$ cat src/rtl/booth_result_sequencer.sv
// Sequences Booth multiplier runs: issues a one-cycle finish pulse, waits a fixed
// latency, captures the product into a first-word-fall-through FIFO for a valid/ready consumer.
//
//   state     | meaning
//   ----------+-----------------------------------------------------------
//   S_IDLE    | waiting for en with FIFO space; decision made here
//   S_PULSE   | finish high for exactly this cycle; wait counter loaded
//   S_WAIT    | down-counting to terminal count (WAIT_CYCLES cycles)
//   S_CAPTURE | result_in pushed to FIFO and op_count bumped at cycle end
module booth_result_sequencer #(
    parameter int DATA_W      = 64,
    parameter int WAIT_CYCLES = 40,
    parameter int DEPTH       = 4
) (
    input  logic                         clk,
    input  logic                         rst_n,
    input  logic                         en,
    output logic                         finish,
    input  logic [DATA_W-1:0]            result_in,
    output logic                         out_valid,
    input  logic                         out_ready,
    output logic [DATA_W-1:0]            out_data,
    output logic [$clog2(DEPTH+1)-1:0]   fifo_level,
    output logic [15:0]                  op_count,
    output logic                         busy
);

    localparam int LVL_W = $clog2(DEPTH + 1);
    localparam int PTR_W = $clog2(DEPTH);
    localparam int CNT_W = 10;

    typedef enum logic [1:0] {
        S_IDLE,
        S_PULSE,
        S_WAIT,
        S_CAPTURE
    } state_t;

    state_t             state_q, state_d;
    logic [CNT_W-1:0]   cnt_q, cnt_d;
    logic               en_q;
    logic               finish_q, busy_q, out_valid_q;
    logic [LVL_W-1:0]   level_q, level_d;
    logic [PTR_W-1:0]   wr_ptr_q, wr_ptr_d, rd_ptr_q, rd_ptr_d;
    logic [15:0]        op_count_q, op_count_d;
    logic [DATA_W-1:0]  mem_q [DEPTH];
    logic               push, pop;

    // en is registered, so the issue decision sees the value sampled at the previous edge.
    always_comb begin
        state_d = state_q;
        cnt_d   = cnt_q;
        case (state_q)
            S_IDLE: begin
                if (en_q && (level_q < LVL_W'(DEPTH))) begin
                    state_d = S_PULSE;
                end
            end
            S_PULSE: begin
                cnt_d   = CNT_W'(WAIT_CYCLES - 1);
                state_d = S_WAIT;
            end
            S_WAIT: begin
                if (cnt_q == '0) begin
                    state_d = S_CAPTURE;
                end else begin
                    cnt_d = cnt_q - CNT_W'(1);
                end
            end
            S_CAPTURE: begin
                state_d = S_IDLE;
            end
            default: begin
                state_d = S_IDLE;
            end
        endcase
    end

    assign push = (state_q == S_CAPTURE);
    assign pop  = out_valid_q && out_ready;

    always_comb begin
        level_d    = level_q;
        wr_ptr_d   = wr_ptr_q;
        rd_ptr_d   = rd_ptr_q;
        op_count_d = op_count_q;
        if (push) begin
            wr_ptr_d   = wr_ptr_q + PTR_W'(1);
            op_count_d = op_count_q + 16'd1;
        end
        if (pop) begin
            rd_ptr_d = rd_ptr_q + PTR_W'(1);
        end
        case ({push, pop})
            2'b10:   level_d = level_q + LVL_W'(1);
            2'b01:   level_d = level_q - LVL_W'(1);
            default: level_d = level_q;
        endcase
    end

    always_ff @(posedge clk or negedge rst_n) begin
        if (!rst_n) begin
            state_q     <= S_IDLE;
            cnt_q       <= '0;
            en_q        <= 1'b0;
            finish_q    <= 1'b0;
            busy_q      <= 1'b0;
            out_valid_q <= 1'b0;
            level_q     <= '0;
            wr_ptr_q    <= '0;
            rd_ptr_q    <= '0;
            op_count_q  <= '0;
        end else begin
            state_q     <= state_d;
            cnt_q       <= cnt_d;
            en_q        <= en;
            finish_q    <= (state_d == S_PULSE);
            busy_q      <= (state_d != S_IDLE);
            out_valid_q <= (level_d != '0);
            level_q     <= level_d;
            wr_ptr_q    <= wr_ptr_d;
            rd_ptr_q    <= rd_ptr_d;
            op_count_q  <= op_count_d;
        end
    end

    // Storage needs no reset: out_valid gates every read of it.
    always_ff @(posedge clk) begin
        if (push) begin
            mem_q[wr_ptr_q] <= result_in;
        end
    end

    assign finish     = finish_q;
    assign busy       = busy_q;
    assign out_valid  = out_valid_q;
    assign fifo_level = level_q;
    assign op_count   = op_count_q;
    assign out_data   = mem_q[rd_ptr_q];

endmodule

$ cat config.mk
export PLATFORM = sky130hd
export DESIGN_NAME = booth_result_sequencer
export DESIGN_NICKNAME = d
export VERILOG_FILES = /design/src/rtl/booth_result_sequencer.sv
export SDC_FILE = /design/constraint.sdc
export NUM_CORES = 1
export LEC_CHECK = 0
export CORE_MARGIN = 3
export CORE_UTILIZATION = 59
export CTS_CLUSTER_DIAMETER = 150
export DETAILED_ROUTE_END_ITERATION = 8
export GPL_TIMING_DRIVEN = 0
export PLACE_DENSITY = 0.95
export SLEW_MARGIN = 20
export SYNTH_ARGS = -nofsm -noshare
export SYNTH_HDL_FRONTEND = slang
export SYNTH_SLANG_ARGS = --single-unit
$ cat constraint.sdc
create_clock -name clk -period 6.5 [get_ports clk]
set_clock_uncertainty 0.1 [all_clocks]
set_input_delay 1.625 -clock clk [delete_from_list [all_inputs] [get_ports clk]]
set_output_delay 1.625 -clock clk [all_outputs]
set_load 0.01 [all_outputs]
# After elaboration in Yosys (flattened, before gate mapping)
# Memory sizes are Yosys's and may differ from the RTL's.
# Cells that the tools add are included.
# Widths: inputs -> output; s select.
[word_totals]
output_inout_bits = 86
rom_bits = 0
ram_bits = 256
elab_cells = 41
latch_bits = 0
mem_count = 1
in_bits = 68
ff_bits = 39
[memory_table]
columns = ["name", "depth", "word_bits", "rd", "rd_clocked_by_memory_dff", "wr", "line", "source"]
rows = [
  ["mem_q", 4, 64, 1, 0, 1, "46", "logic [DATA_W-1:0] mem_q [DEPTH];"],
]
[classes]
bitwise = 0
add_sub_neg = 6
div = 0
muxes = 8
order_cmp = 1
shift = 0
mul = 0
n_eq_ne = 7
reduce_logical = 8
[ops]
columns = ["operator", "n"]
rows = [
  ["$pmux 10 s2", 1],
  ["$add 16x1->16 const B", 1],
  ["$logic_not 10->1", 1],
  ["$mux 10", 1],
  ["$sub 10x1->10 const B", 1],
  ["$pmux 2 s4", 1],
  ["$eq 2x1->1 const B", 3],
  ["$eq 2x2->1 const B", 3],
  ["$pmux 3 s2", 1],
  ["$add 2x1->2 const B", 2],
  ["$mux 2", 2],
  ["$reduce_bool 2->1", 2],
  ["$add 3x1->3 const B", 1],
  ["$lt 3x3->1 const B", 1],
  ["$reduce_bool 3->1", 1],
  ["$sub 3x1->3 const B", 1],
  ["$logic_and 1x1->1", 2],
  ["$logic_not 2->1", 1],
  ["$mux 1", 2],
  ["$ne 2x2->1 const B", 1],
  ["$reduce_and 2->1", 1],
]

# Logic depth before layout (Yosys ltp)
# Gate-level depths: netlist of the first run.
[depth]
word_depth = 5
ltp_mapped = 8
ltp_nobuf = 8

# Worst setup path after synthesis of the first run
# OpenSTA, ideal clock, no wires.
[synth_path]
path_type = "input to register"
startpoint = "in out_ready"
endpoint = "reg out_valid_q (netlist: out_valid)"
arrival_time_ps = 3039
n_path_buf = 0
setup_slack_ps = 3230
required_time_ps = 6269
cell_stages = 5
setup_ps = 131
cell_sequence = "and2_1 -> ha_1 -> fa_1 -> mux2_2 -> or3_1"
[synth_between]
elab_chain_len = 4
word_cells_on_any_way = 5
[synth_lines]
columns = ["element", "line", "source"]
rows = [
  ["start, declared", "21", "input logic out_ready,"],
  ["$logic_and 1x1->1 *", "80", "assign pop = out_valid_q && out_ready;"],
  ["$eq 2x1->1 / $eq 2x2->1 (equally long branches)", "94", "case ({push, pop})"],
  ["$pmux 3 s2 *", "94", ""],
  ["net level_d[1]", "43", "logic [LVL_W-1:0] level_q, level_d;"],
  ["$reduce_bool 3->1 *", "119", "out_valid_q <= (level_d != '0);"],
  ["end signal, assigned", "119", ""],
  ["end, declared", "42", "logic finish_q, busy_q, out_valid_q;"],
]
# Mark *: on every way through the listed nets, which the timed path passes. The rest lies on a longest branch.
# A chain may end at the register's enable or synchronous reset.

# Worst setup path after layout of the first run
[layout_path]
startpoint = "reg rd_ptr_q[1]"
endpoint = "out out_data[37]"
[layout_between]
elab_chain_len = 1
[layout_lines]
columns = ["element", "line", "source"]
rows = [
  ["start, declared", "44", "logic [PTR_W-1:0] wr_ptr_q, wr_ptr_d, rd_ptr_q, rd_ptr_d;"],
  ["start signal, assigned", "122", "rd_ptr_q <= rd_ptr_d;"],
  ["$mem_v2 4x64", "--", ""],
  ["end, declared", "22", "output logic [DATA_W-1:0] out_data,"],
]
# Every way passes these cells.

==> metrics.cfg, run 1 <==
[status]
status=complete, no violations

[worst_setup_path]
path_cells=buf_2 -> buf_1 -> mux4_2 -> clkdlybuf4s50_1
endpoint=out_data[37]
r2r-start=state_q[0]
crit_path_max_incr_delay_ps=530
r2r_slack_ps=4110
reg2reg_to=out_valid
start_kind=flip-flop
required_ps=4780
crit_type=reg2out
crit_slowest_cell=buf_1
worstPathMaxFanout=10
cp-startpoint=rd_ptr_q[1]
worst_r2r_path_depth=8
cp-end-kind=primary output
crit_arrival_ps=2640

[clock_tree]
clk_latency_ps=530
clk_path_buf_depth=3
ctsResizeCount=0
path_clk_slew_ps=60
cts_tree=done
htreeDepth=1
cts.sinks=295
cts_root_buf=clkbuf_16
ctsHoldBuffers=0
cts_buffers=29
post-cts-setup-buffers=0

[synthesis]
synth_area_leader_cell=edfxtp_1
synth-seq-cells=295
yosysWarnings=0
synthDistinctLibCells=45
yosysTopAreaCellShare_pct=68.9
avgSynthCellArea_um2=22.0
seq_area_frac_synth_pct=77.7
synth_area_mm2=0.0112
synthArstFlopShare_pct=13.2
netlist_top_cells_area=edfxtp_1, mux4_2, dfrtp_1, ha_1, xnor2_1
synth_edf_count=256
syn-num-nets=588
synthCells=506
synth_ff_type=edfxtp_1

[global_route]
grt_first_pass_wirelength_mm=34.7
grt_max_degree=48
grt_pass1_vias=6078
overflow=0
track_usage_pct=22.1
antenna_found_initial=0

[floorplanning]
initial_core_util_pct=61.1
fp.dieH_um=144
rows=49
core_area_mm2=0.0183
io_pins=154
die_area_mm2=0.0206
die_width_um=144

[drt]
wire_per_inst_um=23.8
drt_iter0_drc=438
vias_per_cell=5.95
drt-total-wl_mm=22.5
ant_nets=0
drc=0
vias=5627
drt_first_pass_iters=4

[place]
gp_congestion=0.751
portBuffers=153
dp_hpwl_mm=14.2

[timing]
rsz0062_at_grt=false
finalMaxSlewViolations=0
setup_tns_ps=0
fmax_ghz=0.229
slew-limit-headroom_pct=55.4
worst_slew_pin_slew_ps=668
fin_crit_sh_pct=67.2
hold_viol_final=0
setup_viol=0
period_minus_slack_ps=4370

[power_and_ir_drop]
vdd_drop_max_mv=0.265
leakagePower_nw=4.87
powerDensity_mw_per_mm2=423
p_total_mw=6.00

[hold_path]
holdCritPathClass=reg2reg

[run]
cap_violations=0

[finish]
syn2layout_area_growth_pct=27.0
nFillCells=946
drive_gt1_share_pct=20.4
n_antenna_cell=0
num-nets-final=777

where the power goes:
part	switching [mW]	total, mW	internal (mW)
registers	0.111	2.37	2.26
logic	0.832	1.82	0.992
clock network	0.664	1.80	1.14
flip-flops by register name, indices dropped and copies added, names as in the netlist:
register / cells
busy: 1
cnt_q: 10
en_q: 1
fifo_level: 3
finish: 1
mem_q: 256
op_count: 16
out_valid: 1
rd_ptr_q: 2
state_q: 2
wr_ptr_q: 2
cells by family (layout without fill, tap and decap cells):
group | after synthesis | in the layout | synth area share (%)
AO/OA/AOI/OAI | 15 | 15 | 0.965
AND/OR/NAND/NOR | 63 | 63 | 3.39
adder cells (fa/ha/maj) | 14 | 14 | 1.64
buffers and inverters | 28 | 239 | 1.21
XOR/XNOR | 21 | 21 | 1.65
flip-flops | 295 | 295 | 77.7
multiplexers | 70 | 70 | 13.5
metal layers:
metal  track usage [%]  share of wire (%)  routed length [um]
met1              28.9                 39                8720
met2              38.0                 51               11600
met5                 0                  0                   0
met3              4.76                7.3                1630
met4              6.39                2.5                 568
worst max-delay path: cells and delay by family (launching register included):
kind	cells	cell delay (ps)
buffers and inverters	3	1300
DFF	1	340
muxes	1	460
worst min path at each step:
stage            startpoint           end  slack [ps]  depth (start not counted)
2_1_floorplan      cnt_q[0]      cnt_q[0]         390                          1
3_3_place_gp   op_count[15]  op_count[15]         370                          1
3_5_place_dp   op_count[15]  op_count[15]         370                          1
4_1_cts        op_count[15]  op_count[15]         390                          1
5_1_grt        op_count[15]  op_count[15]         410                          1
6_report       op_count[15]  op_count[15]         390                          1
per-stage QoR:
stage / utilization, % / worst slack, ps / hold slack [ps] / area (um^2) / cells
2_1_floorplan: - / 3230 / 387 / 11200 / 506
3_3_place_gp: 71.0 / 2700 / 365 / 13000 / 888
3_5_place_dp: 71.8 / 2630 / 368 / 13100 / 893
4_1_cts: 77.5 / 2050 / 387 / 14200 / 946
5_1_grt: 77.5 / 2010 / 406 / 14200 / 946
6_report: 77.5 / 2130 / 394 / 14200 / 946
placed cells by master (no fill, tap or decap), drive strengths merged, types with 3 or more instances in the layout:
cell type and n:
a31oi 3, and2 7, and3 6, buf 21
bufinv 7, clkbuf 37, clkdlybuf4s50 152, clkinv 9
dfrtp 39, edfxtp 256, ha 13, inv 12
mux2 3, mux2i 3, mux4 64, nand2 13
nand2b 3, nand3 5, nor2 9, nor3 6
xnor2 12, xor2 9
synth_stat cells (2+ instances only):
| library cell | instances |
|---|---|
| edfxtp_1 | 256 |
| mux4_2 | 64 |
| dfrtp_1 | 39 |
| ha_1 | 13 |
| nand2_1 | 13 |
| inv_1 | 12 |
| xnor2_1 | 12 |
| xor2_1 | 9 |
| nor2_1 | 8 |
| and2_1 | 6 |
| buf_2 | 6 |
| buf_4 | 6 |
| nor3_1 | 6 |
| and3_1 | 4 |
| nand3_1 | 4 |
| a31oi_1 | 3 |
| buf_1 | 3 |
| mux2_2 | 3 |
| mux2i_1 | 3 |
| nand2b_1 | 3 |
| a21oi_1 | 2 |
| and4_1 | 2 |
| nand4_1 | 2 |
| nand4b_1 | 2 |
| nor2b_1 | 2 |
| o21ai_0 | 2 |
| o31ai_1 | 2 |
| or3_1 | 2 |
final cells by class:
cell class | instances | area [um^2] | share of cell area [%]
Clock buffer | 36 | 792 | 5.59
Buffer | 16 | 90.1 | 0.636
Inverter | 12 | 45.0 | 0.318
Timing Repair Buffer | 158 | 1660 | 11.7
Multi-Input combinational cell | 183 | 2370 | 16.7
Tap cell | 229 | 287 | 2.02
Clock inverter | 17 | 262 | 1.85
Sequential cell | 295 | 8660 | 61.2
Note: power is estimated with default switching activity, not from simulation.
==> inputs of run 2 (changes only) <==
--- a/config.mk
+++ b/config.mk
@@ -6,11 +6,11 @@
 export NUM_CORES = 1
 export LEC_CHECK = 0
 export CORE_MARGIN = 3
-export CORE_UTILIZATION = 59
+export CORE_UTILIZATION = 54
 export CTS_CLUSTER_DIAMETER = 150
 export DETAILED_ROUTE_END_ITERATION = 8
 export GPL_TIMING_DRIVEN = 0
-export PLACE_DENSITY = 0.95
+export PLACE_DENSITY = 0.89
 export SLEW_MARGIN = 20
 export SYNTH_ARGS = -nofsm -noshare
 export SYNTH_HDL_FRONTEND = slang
==> constraint.sdc (replaced) <==
create_clock -name clk -period 4.2 [get_ports clk]
set_clock_uncertainty 0.1 [all_clocks]
set_input_delay 1.05 -clock clk [delete_from_list [all_inputs] [get_ports clk]]
set_output_delay 1.05 -clock clk [all_outputs]
set_load 0.01 [all_outputs]
==> metrics.cfg, run 2 (synthesized netlist as in run 1, its figures left out) <==
[finish]
post-route-util_pct=70.5  ; -7.0 points
final_cell_mix=edfxtp_1, clkdlybuf4s50_1, mux4_2, dfrtp_1, clkbuf_16
final_area_mm2=0.0140  ; -1.2%
final_cell_count_no_fill=982  ; +3.8%
num-nets-final=777  ; unchanged
drive_gt1_share_pct=18.5  ; -1.8 points
largest_reg_flops=256  ; unchanged
syn2layout_area_growth_pct=25.4
final_common_cell=edfxtp_1
n_antenna_cell=0  ; unchanged
top_register=mem_q

[clock_tree]
cts.sinks=295  ; unchanged
ctsHoldBuffers=0  ; unchanged
cts_buffers=29  ; unchanged
clk_latency_ps=520  ; about the same
clk_path_buf_depth=3  ; unchanged
path_clk_slew_ps=60  ; about the same
cts_root_buf=clkbuf_16
ctsResizeCount=0  ; unchanged
post-cts-setup-buffers=0  ; unchanged
htreeDepth=1  ; unchanged
cts_tree=done

[worst_setup_path]
reg2reg_to=out_valid
start_kind=flip-flop
r2r-start=state_q[0]
r2r_slack_ps=1880  ; -2230 ps
required_ps=3050  ; -1730 ps
cp-end-kind=primary output
crit_arrival_ps=2580  ; -60 ps
worst_r2r_path_depth=6  ; -2
worstPathMaxFanout=10  ; unchanged
crit_type=reg2out

[global_route]
met1_usage_pct=26.2  ; -2.7 points
grt-busiest-layer=met2
grtUsageMet3_pct=4.39  ; -0.37 points
grt_max_degree=39  ; -19%
antenna_found_initial=2  ; +2
met2_usage_pct=33.1  ; -4.9 points
grt_pass1_vias=5931  ; -2.4%
track_usage_pct=19.4  ; -2.7 points
grt_first_pass_wirelength_mm=33.6  ; -3.1%
overflow=0  ; unchanged

[drt]
drt_iter0_drc=400  ; -8.7%
wire_per_inst_um=21.8  ; -8.2%
ant_nets=0  ; unchanged
drt_first_pass_iters=5  ; +1
vias=5494  ; -2.4%
drc=0  ; unchanged
vias_per_cell=5.59  ; -5.9%
drt-total-wl_mm=21.4  ; -4.7%

[floorplanning]
rows=51  ; +4.1%
io_pins=154  ; unchanged
die_width_um=150  ; +4.3%
initial_core_util_pct=56.2  ; -4.8 points
die_area_mm2=0.0224  ; +8.9%
fp.dieH_um=150  ; +4.3%
core_area_mm2=0.0198  ; +8.6%

[timing]
period_minus_slack_ps=3730
hold_viol_final=0  ; unchanged
worst_slew_pin_slew_ps=646  ; -22.6 ps
finalWorstSetupSlack_ps=474  ; -1660 ps
fin_crit_sh_pct=88.7
hold_slack_ps=388  ; -5.99 ps
setup_tns_ps=0  ; unchanged
finalMaxSlewViolations=0  ; unchanged
setup_viol=0  ; unchanged
slew-limit-headroom_pct=56.9  ; +1.5 points
fmax_ghz=0.268
rsz0062_at_grt=false

[power_and_ir_drop]
p_total_mw=8.75  ; +46%
powerDensity_mw_per_mm2=626  ; +48%
vdd_drop_max_mv=0.386  ; +45%
leakagePower_nw=4.75  ; -2.4%

[place]
portBuffers=153  ; unchanged
pre_cts_slack_ps=884  ; -1750 ps
placed_cell_area_mm2=0.0131  ; +0.17%
gp_congestion=0.765  ; +1.8%
dp_cells=929  ; +4.0%
dp_hpwl_mm=13.8  ; -2.5%

[run]
cap_violations=0  ; unchanged

[hold_path]
holdCritPathClass=in2async

[status]
status=complete, no violations

## run 2: cell types whose count changed in the layout (fill, tap and decap cells not counted)
cell       previous run  this run
clkinv_1              1         7
bufinv_16             7         1
buf_12                1         4
inv_6                 0         1
clkbuf_1              4        11
buf_16                4         1
clkinv_2              8         4
clkbuf_8              4         0
## run 2: per-layer routing
| layer | share of wire (%) | wire, um |
|---|---|---|
| met1 | 40 | 8530 |
| met5 | 0.14 | 31 |
| met3 | 7.3 | 1560 |
| met2 | 51 | 10900 |
| met4 | 1.7 | 366 |
## run 2: worst max-delay path by stage
stage                 from      endpoint  slack (ps)  depth (start not counted)
6_report       rd_ptr_q[1]  out_data[40]         470                          4
3_5_place_dp     out_ready     out_valid         880                          6
4_1_cts        rd_ptr_q[1]  out_data[40]         390                          4
3_3_place_gp    state_q[0]  mem_q[2][32]         490                          2
2_1_floorplan    out_ready     out_valid        1500                          5
5_1_grt        rd_ptr_q[1]  out_data[36]         330                          4
## run 2: worst max-delay path: stages, from the launching register on
cell,delay [ps]
dfrtp_1,330
buf_2,270
buf_1,530
mux4_2,410
clkdlybuf4s50_1,510
## run 2: where the power goes
group	leakage [nW]	internal [mW]	total [mW]	switching (mW)
registers	2.80	3.50	3.66	0.164
clock network	0.415	1.33	2.32	0.987
logic	1.53	1.53	2.77	1.24
total	4.75	6.35	8.75	2.40
## run 2: area by class of cell
class | count | area, um^2
flip-flops and latches | 295 | 8660
multi-input cells | 183 | 2370
well taps | 265 | 332
plain buffers | 16 | 90.1
repair buffers | 158 | 1630
clock buffers | 39 | 763
fillers | 1171 | 5860
clock inverters | 14 | 92.6
inverters | 12 | 45.0
==> inputs of run 3 (changes only) <==
--- a/config.mk
+++ b/config.mk
@@ -11,6 +11,7 @@
 export DETAILED_ROUTE_END_ITERATION = 8
 export GPL_TIMING_DRIVEN = 0
 export PLACE_DENSITY = 0.89
+export SKIP_LAST_GASP = 1
 export SLEW_MARGIN = 20
 export SYNTH_ARGS = -nofsm -noshare
 export SYNTH_HDL_FRONTEND = slang
==> results of run 3 <==
Final layout, timing and power as in run 2 (identical DEF).
